--- config.mk ---
export PLATFORM = sky130hd
export DESIGN_NAME = timer_round_controller_flat
export DESIGN_NICKNAME = d
export VERILOG_FILES = /design/src/rtl/timer_ctrl_pkg.sv /design/src/rtl/timer_round_controller_if.sv /design/src/rtl/button_edge_sync.sv /design/src/rtl/timer_round_controller.sv /design/src/flat_wrapper.sv
export SDC_FILE = /design/constraint.sdc
export NUM_CORES = 1
export LEC_CHECK = 0
export BUFFER_PORTS_ARGS = -buffer_cell sky130_fd_sc_hd__buf_4
export CORE_MARGIN = 3
export CORE_UTILIZATION = 35
export DETAILED_ROUTE_END_ITERATION = 8
export PLACE_DENSITY = 0.54
export SYNTH_ARGS = -nofsm -noshare
export SYNTH_HDL_FRONTEND = slang
export SYNTH_SLANG_ARGS = --single-unit
--- constraint.sdc ---
create_clock -name clock -period 2.3 [get_ports clock]
set_clock_uncertainty 0.15 [all_clocks]
set_input_delay 0.115 -clock clock [delete_from_list [all_inputs] [get_ports clock]]
set_output_delay 0.115 -clock clock [all_outputs]
set_load 0.01 [all_outputs]
--- src/rtl/timer_ctrl_pkg.sv ---
// Shared encodings and constants for the round controller.
// The optional auto-restart feature is selected by TIMER_AUTO_RESTART_EN.
package timer_ctrl_pkg;

  typedef enum logic [2:0] {
    ST_IDLE    = 3'd0,
    ST_LOAD    = 3'd1,
    ST_RUN     = 3'd2,
    ST_PAUSE   = 3'd3,
    ST_EXPIRED = 3'd4
  } state_e;

  localparam int ROUND_MAX                    = 15;
  localparam int BLINK_CYCLES_DEFAULT         = 25_000_000;
  localparam int AUTO_RESTART_TOGGLES_DEFAULT = 6;

  // Bits needed to hold a counter running 0..n-1 (at least one bit).
  function automatic int cnt_width(input int n);
    return (n > 1) ? $clog2(n) : 1;
  endfunction

endpackage

--- src/rtl/timer_round_controller_if.sv ---
// Button, timer and display signals between the round controller and its surroundings.
interface timer_round_controller_if;

  logic       start_btn;
  logic       pause_btn;
  logic       expire_pulse;
  logic       timer_enable;
  logic       timer_reload;
  logic       round_active;
  logic       time_up;
  logic       display_on;
  logic [3:0] round_count;

  // Environment side: buttons and the timer's end-of-count pulse.
  modport master (
    output start_btn, pause_btn, expire_pulse,
    input  timer_enable, timer_reload, round_active, time_up, display_on, round_count
  );

  // Controller side.
  modport slave (
    input  start_btn, pause_btn, expire_pulse,
    output timer_enable, timer_reload, round_active, time_up, display_on, round_count
  );

endinterface

--- src/rtl/button_edge_sync.sv ---
// Two-flop synchronizer plus registered rising-edge detector for one raw button.
// One press_pulse per press; a held button gives no repeats.
module button_edge_sync (
  input  logic clock,
  input  logic resetn,
  input  logic btn_in,
  output logic press_pulse
);

  logic sync1_q;
  logic sync2_q;
  logic prev_q;
  logic press_q;

  // NOTE: non-blocking assignments make each flop sample the previous stage's old value,
  // which is what turns this chain into a shift register rather than a single wire.
  always_ff @(posedge clock or negedge resetn) begin
    if (!resetn) begin
      sync1_q <= 1'b0;
      sync2_q <= 1'b0;
      prev_q  <= 1'b0;
      press_q <= 1'b0;
    end else begin
      sync1_q <= btn_in;
      sync2_q <= sync1_q;
      prev_q  <= sync2_q;
      press_q <= sync2_q & ~prev_q;
    end
  end

  assign press_pulse = press_q;

endmodule

--- src/rtl/timer_round_controller.sv ---
// Round-sequencing FSM for the countdown timer: buttons, reload/enable, round count, expiry blink.
// Define TIMER_AUTO_RESTART_EN to restart automatically after AUTO_RESTART_TOGGLES blink toggles.
module timer_round_controller
  import timer_ctrl_pkg::*;
#(
  parameter int BLINK_CYCLES         = BLINK_CYCLES_DEFAULT,
  parameter int AUTO_RESTART_TOGGLES = AUTO_RESTART_TOGGLES_DEFAULT
) (
  input logic                     clock,
  input logic                     resetn,
  timer_round_controller_if.slave bus
);

  localparam int              BW         = cnt_width(BLINK_CYCLES);
  localparam logic [BW-1:0]   BLINK_LAST = BW'(BLINK_CYCLES - 1);

  if (BLINK_CYCLES < 1 || AUTO_RESTART_TOGGLES < 1) begin : g_bad_cfg
    $error("timer_round_controller: BLINK_CYCLES and AUTO_RESTART_TOGGLES must be >= 1");
  end

  state_e          state_q, state_d;
  logic            start_ev, pause_ev;
  logic [BW-1:0]   blink_q, blink_d;
  logic            display_q, display_d;
  logic [3:0]      round_q, round_d;
  logic            blink_wrap;
  logic            auto_restart;

  button_edge_sync u_start_sync (
    .clock      (clock),
    .resetn     (resetn),
    .btn_in     (bus.start_btn),
    .press_pulse(start_ev)
  );

  button_edge_sync u_pause_sync (
    .clock      (clock),
    .resetn     (resetn),
    .btn_in     (bus.pause_btn),
    .press_pulse(pause_ev)
  );

  assign blink_wrap = (state_q == ST_EXPIRED) && (blink_q == BLINK_LAST);

`ifdef TIMER_AUTO_RESTART_EN
  localparam int            TW          = cnt_width(AUTO_RESTART_TOGGLES);
  localparam logic [TW-1:0] TOGGLE_LAST = TW'(AUTO_RESTART_TOGGLES - 1);

  logic [TW-1:0] toggle_q, toggle_d;

  assign auto_restart = blink_wrap && (toggle_q == TOGGLE_LAST);

  always_comb begin
    toggle_d = '0;
    if (state_q == ST_EXPIRED && state_d == ST_EXPIRED && blink_wrap) begin
      toggle_d = toggle_q + 1'b1;
    end else if (state_q == ST_EXPIRED && state_d == ST_EXPIRED) begin
      toggle_d = toggle_q;
    end
  end

  always_ff @(posedge clock or negedge resetn) begin
    if (!resetn) begin
      toggle_q <= '0;
    end else begin
      toggle_q <= toggle_d;
    end
  end
`else
  assign auto_restart = 1'b0;
`endif

  // NOTE: every signal assigned in an always_comb gets a default on the first lines,
  // so no path through the case leaves it unassigned and no latch is inferred.
  always_comb begin
    state_d = state_q;
    case (state_q)
      ST_IDLE:    if (start_ev) state_d = ST_LOAD;
      ST_LOAD:    state_d = ST_RUN;
      ST_RUN: begin
        // Expiry wins over a pause arriving in the same cycle.
        if (bus.expire_pulse)  state_d = ST_EXPIRED;
        else if (pause_ev)     state_d = ST_PAUSE;
      end
      ST_PAUSE:   if (start_ev || pause_ev) state_d = ST_RUN;
      ST_EXPIRED: if (start_ev || auto_restart) state_d = ST_LOAD;
      default:    state_d = ST_IDLE;
    endcase
  end

  always_comb begin
    round_d   = round_q;
    blink_d   = '0;
    display_d = 1'b1;

    if (state_q == ST_RUN && state_d == ST_EXPIRED && round_q != 4'(ROUND_MAX)) begin
      round_d = round_q + 4'd1;
    end

    // Entering EXPIRED (or any other state) leaves the counter cleared and the display lit.
    if (state_q == ST_EXPIRED && state_d == ST_EXPIRED) begin
      if (blink_wrap) begin
        display_d = ~display_q;
      end else begin
        blink_d   = blink_q + 1'b1;
        display_d = display_q;
      end
    end
  end

  always_ff @(posedge clock or negedge resetn) begin
    if (!resetn) begin
      state_q   <= ST_IDLE;
      blink_q   <= '0;
      display_q <= 1'b1;
      round_q   <= '0;
    end else begin
      state_q   <= state_d;
      blink_q   <= blink_d;
      display_q <= display_d;
      round_q   <= round_d;
    end
  end

  assign bus.timer_enable = (state_q == ST_RUN);
  assign bus.timer_reload = (state_q == ST_LOAD);
  assign bus.round_active = (state_q == ST_RUN) || (state_q == ST_PAUSE);
  assign bus.time_up      = (state_q == ST_EXPIRED);
  assign bus.display_on   = display_q;
  assign bus.round_count  = round_q;

endmodule

--- src/flat_wrapper.sv ---
// flat-port wrapper written by rule: the top's interface ports become plain ports
module timer_round_controller_flat import timer_ctrl_pkg::*;
#(
  parameter int BLINK_CYCLES         = BLINK_CYCLES_DEFAULT,
  parameter int AUTO_RESTART_TOGGLES = AUTO_RESTART_TOGGLES_DEFAULT
)
  (clock, resetn, bus_start_btn, bus_pause_btn, bus_expire_pulse, bus_timer_enable, bus_timer_reload, bus_round_active, bus_time_up, bus_display_on, bus_round_count);
  timer_round_controller_if bus_i ();
  input logic clock;
  input logic resetn;
  input wire logic [$bits(bus_i.start_btn)-1:0] bus_start_btn;
  input wire logic [$bits(bus_i.pause_btn)-1:0] bus_pause_btn;
  input wire logic [$bits(bus_i.expire_pulse)-1:0] bus_expire_pulse;
  output wire logic [$bits(bus_i.timer_enable)-1:0] bus_timer_enable;
  output wire logic [$bits(bus_i.timer_reload)-1:0] bus_timer_reload;
  output wire logic [$bits(bus_i.round_active)-1:0] bus_round_active;
  output wire logic [$bits(bus_i.time_up)-1:0] bus_time_up;
  output wire logic [$bits(bus_i.display_on)-1:0] bus_display_on;
  output wire logic [$bits(bus_i.round_count)-1:0] bus_round_count;
  assign bus_i.start_btn = bus_start_btn;
  assign bus_i.pause_btn = bus_pause_btn;
  assign bus_i.expire_pulse = bus_expire_pulse;
  assign bus_timer_enable = bus_i.timer_enable;
  assign bus_timer_reload = bus_i.timer_reload;
  assign bus_round_active = bus_i.round_active;
  assign bus_time_up = bus_i.time_up;
  assign bus_display_on = bus_i.display_on;
  assign bus_round_count = bus_i.round_count;
  timer_round_controller #(.BLINK_CYCLES(BLINK_CYCLES), .AUTO_RESTART_TOGGLES(AUTO_RESTART_TOGGLES)) u_core (.clock(clock), .resetn(resetn), .bus(bus_i));
endmodule
Word level (Yosys, flattened, before mapping)
Cells that the tools add are included.
{"block": "op_classes", "n_addsub": 2, "eq_ne": 8, "n_mux": 9, "bitwise": 5, "n_reduce_logical": 8}
{"operator": "25-bit two-way mux", "count": 2}
{"operator": "25-bit by 1-bit adder with 25-bit output, second input constant", "count": 1}
{"operator": "25-bit == test, second input constant", "count": 1}
{"operator": "3-bit two-way mux", "count": 4}
{"operator": "3-bit one-hot mux with 4 select lines", "count": 1}
{"operator": "3-bit by 2-bit == test with 1-bit output, second input constant", "count": 2}
{"operator": "3-bit == test, second input constant", "count": 2}
{"operator": "4-bit by 1-bit adder with 4-bit output, second input constant", "count": 1}
{"operator": "1-bit logical AND", "count": 4}
{"operator": "4-bit != test, second input constant", "count": 1}
{"operator": "3-bit by 1-bit == test with 1-bit output, second input constant", "count": 1}
{"operator": "3-bit logical NOT", "count": 1}
{"operator": "1-bit inverter", "count": 3}
{"operator": "1-bit AND", "count": 2}
{"operator": "1-bit logical OR", "count": 2}
{"operator": "1-bit two-way mux", "count": 2}
{"operator": "2-bit by 1-bit != test with 1-bit output, second input constant", "count": 1}
{"operator": "2-bit OR reduction", "count": 1}
{"block": "word_totals", "regBits": 41, "in_bits": 5, "out_inout_bits": 9, "elab_cells": 44}

Longest topological paths before layout
{"block": "logic_depth", "word_depth": 6, "mapped_depth": 6, "mapped_depth_nobuf": 5}

Cells and area by module
From an unflattened synthesis, not the netlist that was laid out.
{"block": "hier_totals", "cells_unflattened": 181, "hier_area_um2": 1910.6}
{"mod": "timer_round_controller", "instances": 1, "cells_per_inst": 171, "area_each_um2": 1682.9, "seq_area_each_um2": 827.0}
{"mod": "button_edge_sync", "instances": 2, "cells_per_inst": 5, "area_each_um2": 113.9, "seq_area_each_um2": 100.1}

Least setup slack after synthesis
No wires, ideal clock.
{"block": "synth_timing", "path_kind": "flip-flop to flip-flop", "startpoint": "reg u_core.blink_q[0]", "endpoint": "reg u_core.blink_q[24]", "setup_ns": 0.094, "arrival_time_ns": 1.868, "required_ns": 2.056, "setup_slack_ns": 0.188, "path_stages_with_launch": 6, "path_buffers": 0, "period_less_slack_ns": 2.112, "cell_sequence": "dfrtp_1 -> ha_1 -> nand4_1 -> or3_1 -> or4_1 -> a211oi_1"}
{"block": "synth_via", "elab_chain_cells": 4, "elab_cells_between_ends": 5, "cone_classes": "add/sub: 1; eq/ne: 1; mux: 2; reduce/logical: 1"}
{"element": "from (decl)", "line_no": "timer_round_controller.sv:23", "text": "logic [BW-1:0] blink_q, blink_d;"}
{"element": "from (signal assigned)", "line_no": "timer_round_controller.sv:119", "text": "blink_q <= blink_d;"}
{"element": "branches (longest 2 deep; another with 25-bit by 1-bit adder with 25-bit output)"}
{"element": "25-bit two-way mux *", "line_no": "timer_round_controller.sv:102", "text": "if (blink_wrap) begin"}
{"element": "25-bit two-way mux *", "line_no": "timer_round_controller.sv:101", "text": "if (state_q == ST_EXPIRED && state_d == ST_EXPIRED) begin"}
{"element": "via u_core.blink_d[24]", "line_no": "timer_round_controller.sv:23"}
Mark *: on every way through the listed nets, which the timed path passes.
A chain may end at the register's enable or synchronous reset.

Worst setup path in the final report
{"block": "layout_timing", "startpoint": "reg u_core.blink_q[6]", "endpoint": "reg u_core.blink_q[17]"}
The elaborated chain is that of the path after synthesis.

==> impl_results.md <==
* Gpl congestion at 0.862
* Crit Path Class: register to register
* Least-Margin Pin Slew at 0.526 ns
* Reg clk slew, reported paths at 0.08 ns
* Remaining DRCs at 0
* Drt wl/cell at 14.7 um
* Outcome: completed
* Fmax at 452 MHz
* Worst vdd ir at 313 uV
* Flops & latches, synth at 41
* Share of layout cells above drive strength 1 at 0.208
* Final Max Slew Viols at 0
* Slowest CP cell: or4_4
* Initial DRC Count at 115
* H-tree depth at 2
* Sequential fraction of the synthesis area at 0.531
* Min-delay worst type: input port to async pin
* DP HPWL at 2.73 mm
* Critical Path Sink Type: register
* First-pass GRT wire length at 7.01 mm
* Vias in the first global route at 1,469
* Cell row count at 26
* Post-route ant nets at 0
* Sequential cell area at 1030 um2
* Clk sink count at 41
* Gate Count Post-Synth at 185
* Final Hold Violating Endpoints at 0
* Chip width at 80.4 um
* CP max FO at 8
* Most common cell after layout, fill and taps aside: dfrtp_1
* Largest net degree at the start of global routing at 42
* Chip height at 80.4 um
* Total Wirelength at 4.14 mm
* Final Setup Violations at 0
* CP required at 2.35 ns
* Total number of vias at 1,539
* CTS tree: built
* Commonest cells after routing, fill and taps aside: 37 x dfrtp_1, 22 x buf_4, 17 x nor3_1
* Total CTS buffers at 5
* Synthesized Nets at 192
* # Max-Cap Violations at 0
* Pre-CTS setup slack at 0.0481 ns
* Multi-input gate area in the final layout at 878 um2
* Mapped cell area at 1940 um2
* Final WS setup at 0.0880 ns
* CP arrival at 2.26 ns
* Critical path cell sequence: nand4_4 > or4_4 > buf_4 > or3_1 > a211oi_1
* Gr usage total at 0.140
* Setup TNS at 0 ns
* RSZ-0062 raised after global routing: false
* Startpoint Class: register
* Final worst path period share at 0.962
* CTS root buf: clkbuf_8
* Number of I/O pins at 14
* Global route overflow at 0
* Area growth, synth to finish at 21.8%
* Power per cell area at 815 nW/um2
* Period minus WS final at 2.21 ns
* CP max stage delay at 0.62 ns
* Routed vias/inst at 5.46
* Layout Nets at 218
* Clk buf depth at 2
* Lkg Pwr at 0.912 nW
* Number of synthesized flops with an enable pin at 0
* Mean Syn Cell Area at 10.5 um2
* Clk_lat worst skew at 0.29 ns
* Ys Warns at 0
* Core outline area at 5240 um2
* Post-synth ARST share at 1.00
* Die Area at 6460 um2
* Antenna violations before repair at 0
* Dominant synthesized flop cell: dfrtp_1
* Slew headroom at 0.649
* Number of diodes at 0
* Port bufs at 13
* Initial cell density of the core at 0.370
* Post-synth cell types at 37
* Number of fill cells in the layout at 499
* Number of detailed-route iterations in the first pass at 6
-- power by group --
part           switching, mW  total [mW]  internal, mW
Clock                  0.248       0.679         0.431
Combinational          0.186       0.367         0.181
Sequential            0.0863       0.876         0.790
-- through the flow --
stage | util | instance area, um2 | hold slack [ns] | cells | power (mW)
3_3_place_gp | 0.409 | 2140 | -0.0266 | 267 | 1.22
2_1_floorplan | - | 1940 | -0.331 | 185 | 1.07
5_1_grt | 0.450 | 2360 | 0.230 | 282 | 2.03
4_1_cts | 0.442 | 2310 | 0.210 | 279 | 1.94
6_report | 0.450 | 2360 | 0.186 | 282 | 1.92
3_5_place_dp | 0.409 | 2140 | -0.0195 | 267 | 1.25
-- cell usage after synthesis, drive strengths merged (2+ instances only) --
library cell | number | area share
xnor2 | 9 | 0.041
nor2 | 7 | 0.014
o31ai | 5 | 0.019
nor4 | 4 | 0.013
nand4 | 6 | 0.027
o21ai | 7 | 0.018
ha | 2 | 0.013
a21oi | 3 | 0.0078
clkbuf | 7 | 0.014
nor3 | 18 | 0.047
or4 | 7 | 0.029
inv | 6 | 0.012
nor2b | 3 | 0.0097
or3 | 8 | 0.026
nand3 | 8 | 0.021
dfrtp | 40 | 0.52
and4 | 2 | 0.0091
a211oi | 11 | 0.043
and3 | 2 | 0.0065
nor3b | 2 | 0.0078
nand2 | 9 | 0.017
and2 | 2 | 0.0065
xor2 | 5 | 0.023
-- state kept, by name, indices dropped and copies added (netlist names) --
register and cells:
u_core.u_pause_sync.sync2_q 1, u_core.blink_q 25, u_core.u_start_sync.sync1_q 1, u_core.u_pause_sync.prev_q 1
u_core.u_pause_sync.press_pulse 1, u_core.u_pause_sync.sync1_q 1, u_core.bus.display_on 1, u_core.u_start_sync.press_pulse 1
u_core.bus.round_count 4, u_core.u_start_sync.sync2_q 1, u_core.state_q 3, u_core.u_start_sync.prev_q 1
-- area by class of cell --
cell class              instances  share of cell area
well taps                      70              0.0371
inverters                       6             0.00955
clock buffers                   5              0.0292
multi-input cells             131               0.372
flip-flops and latches         41               0.437
clock inverters                 3              0.0276
repair buffers                 26              0.0870
-- final timing paths --
check | start | endpoint | slack [ns] | depth (start not counted)
max reg2reg | u_core.blink_q[6]$_DFF_PN0_ | u_core.blink_q[17]$_DFF_PN0_ | 0.09 | 5
max | u_core.blink_q[6]$_DFF_PN0_ | u_core.blink_q[17]$_DFF_PN0_ | 0.09 | 5
min | resetn | u_core.blink_q[19]$_DFF_PN0_ | 0.19 | 2
min in group clock | u_core.u_start_sync.sync1_q$_DFF_PN0_ | u_core.u_start_sync.sync2_q$_DFF_PN0_ | 0.21 | 0
min reg2reg | u_core.u_start_sync.sync1_q$_DFF_PN0_ | u_core.u_start_sync.sync2_q$_DFF_PN0_ | 0.21 | 0
max in group asynchronous | resetn | u_core.blink_q[8]$_DFF_PN0_ | 1.42 | 2
-- repair_timing --
action,in CTS,in global routing
hold buffers,4,0
setup endpoints to repair,0,4
endpoints found under the hold margin,43,0
gates resized for setup,0,7
setup buffers,0,2
-- metal layers --
layer  global-route usage  up-vias  share of wire
met5                    0        -              0
met4               0.0507        0          0.017
met3               0.0426       10          0.060
met2                0.224       46           0.46
met1                0.179      741           0.46
li1                     -      742              -
-- critical path: cells and delay by family (launching register included) --
kind / cells / cell delay (ns)
buf+inv: 1 / 0.16
compound gates: 1 / 0.25
simple gates: 3 / 1.12
flops: 1 / 0.44
-- cells by family after synthesis --
logic type | share of synthesized area
and+or+nand+nor | 0.252
DFF | 0.531
AOI/OAI and AO/OA | 0.104
xor gates and xnor gates | 0.0633
buffers and inverters | 0.0310
adders and majority gates | 0.0129
muxes | 0.00582
Power figures use the tool's default switching activity.
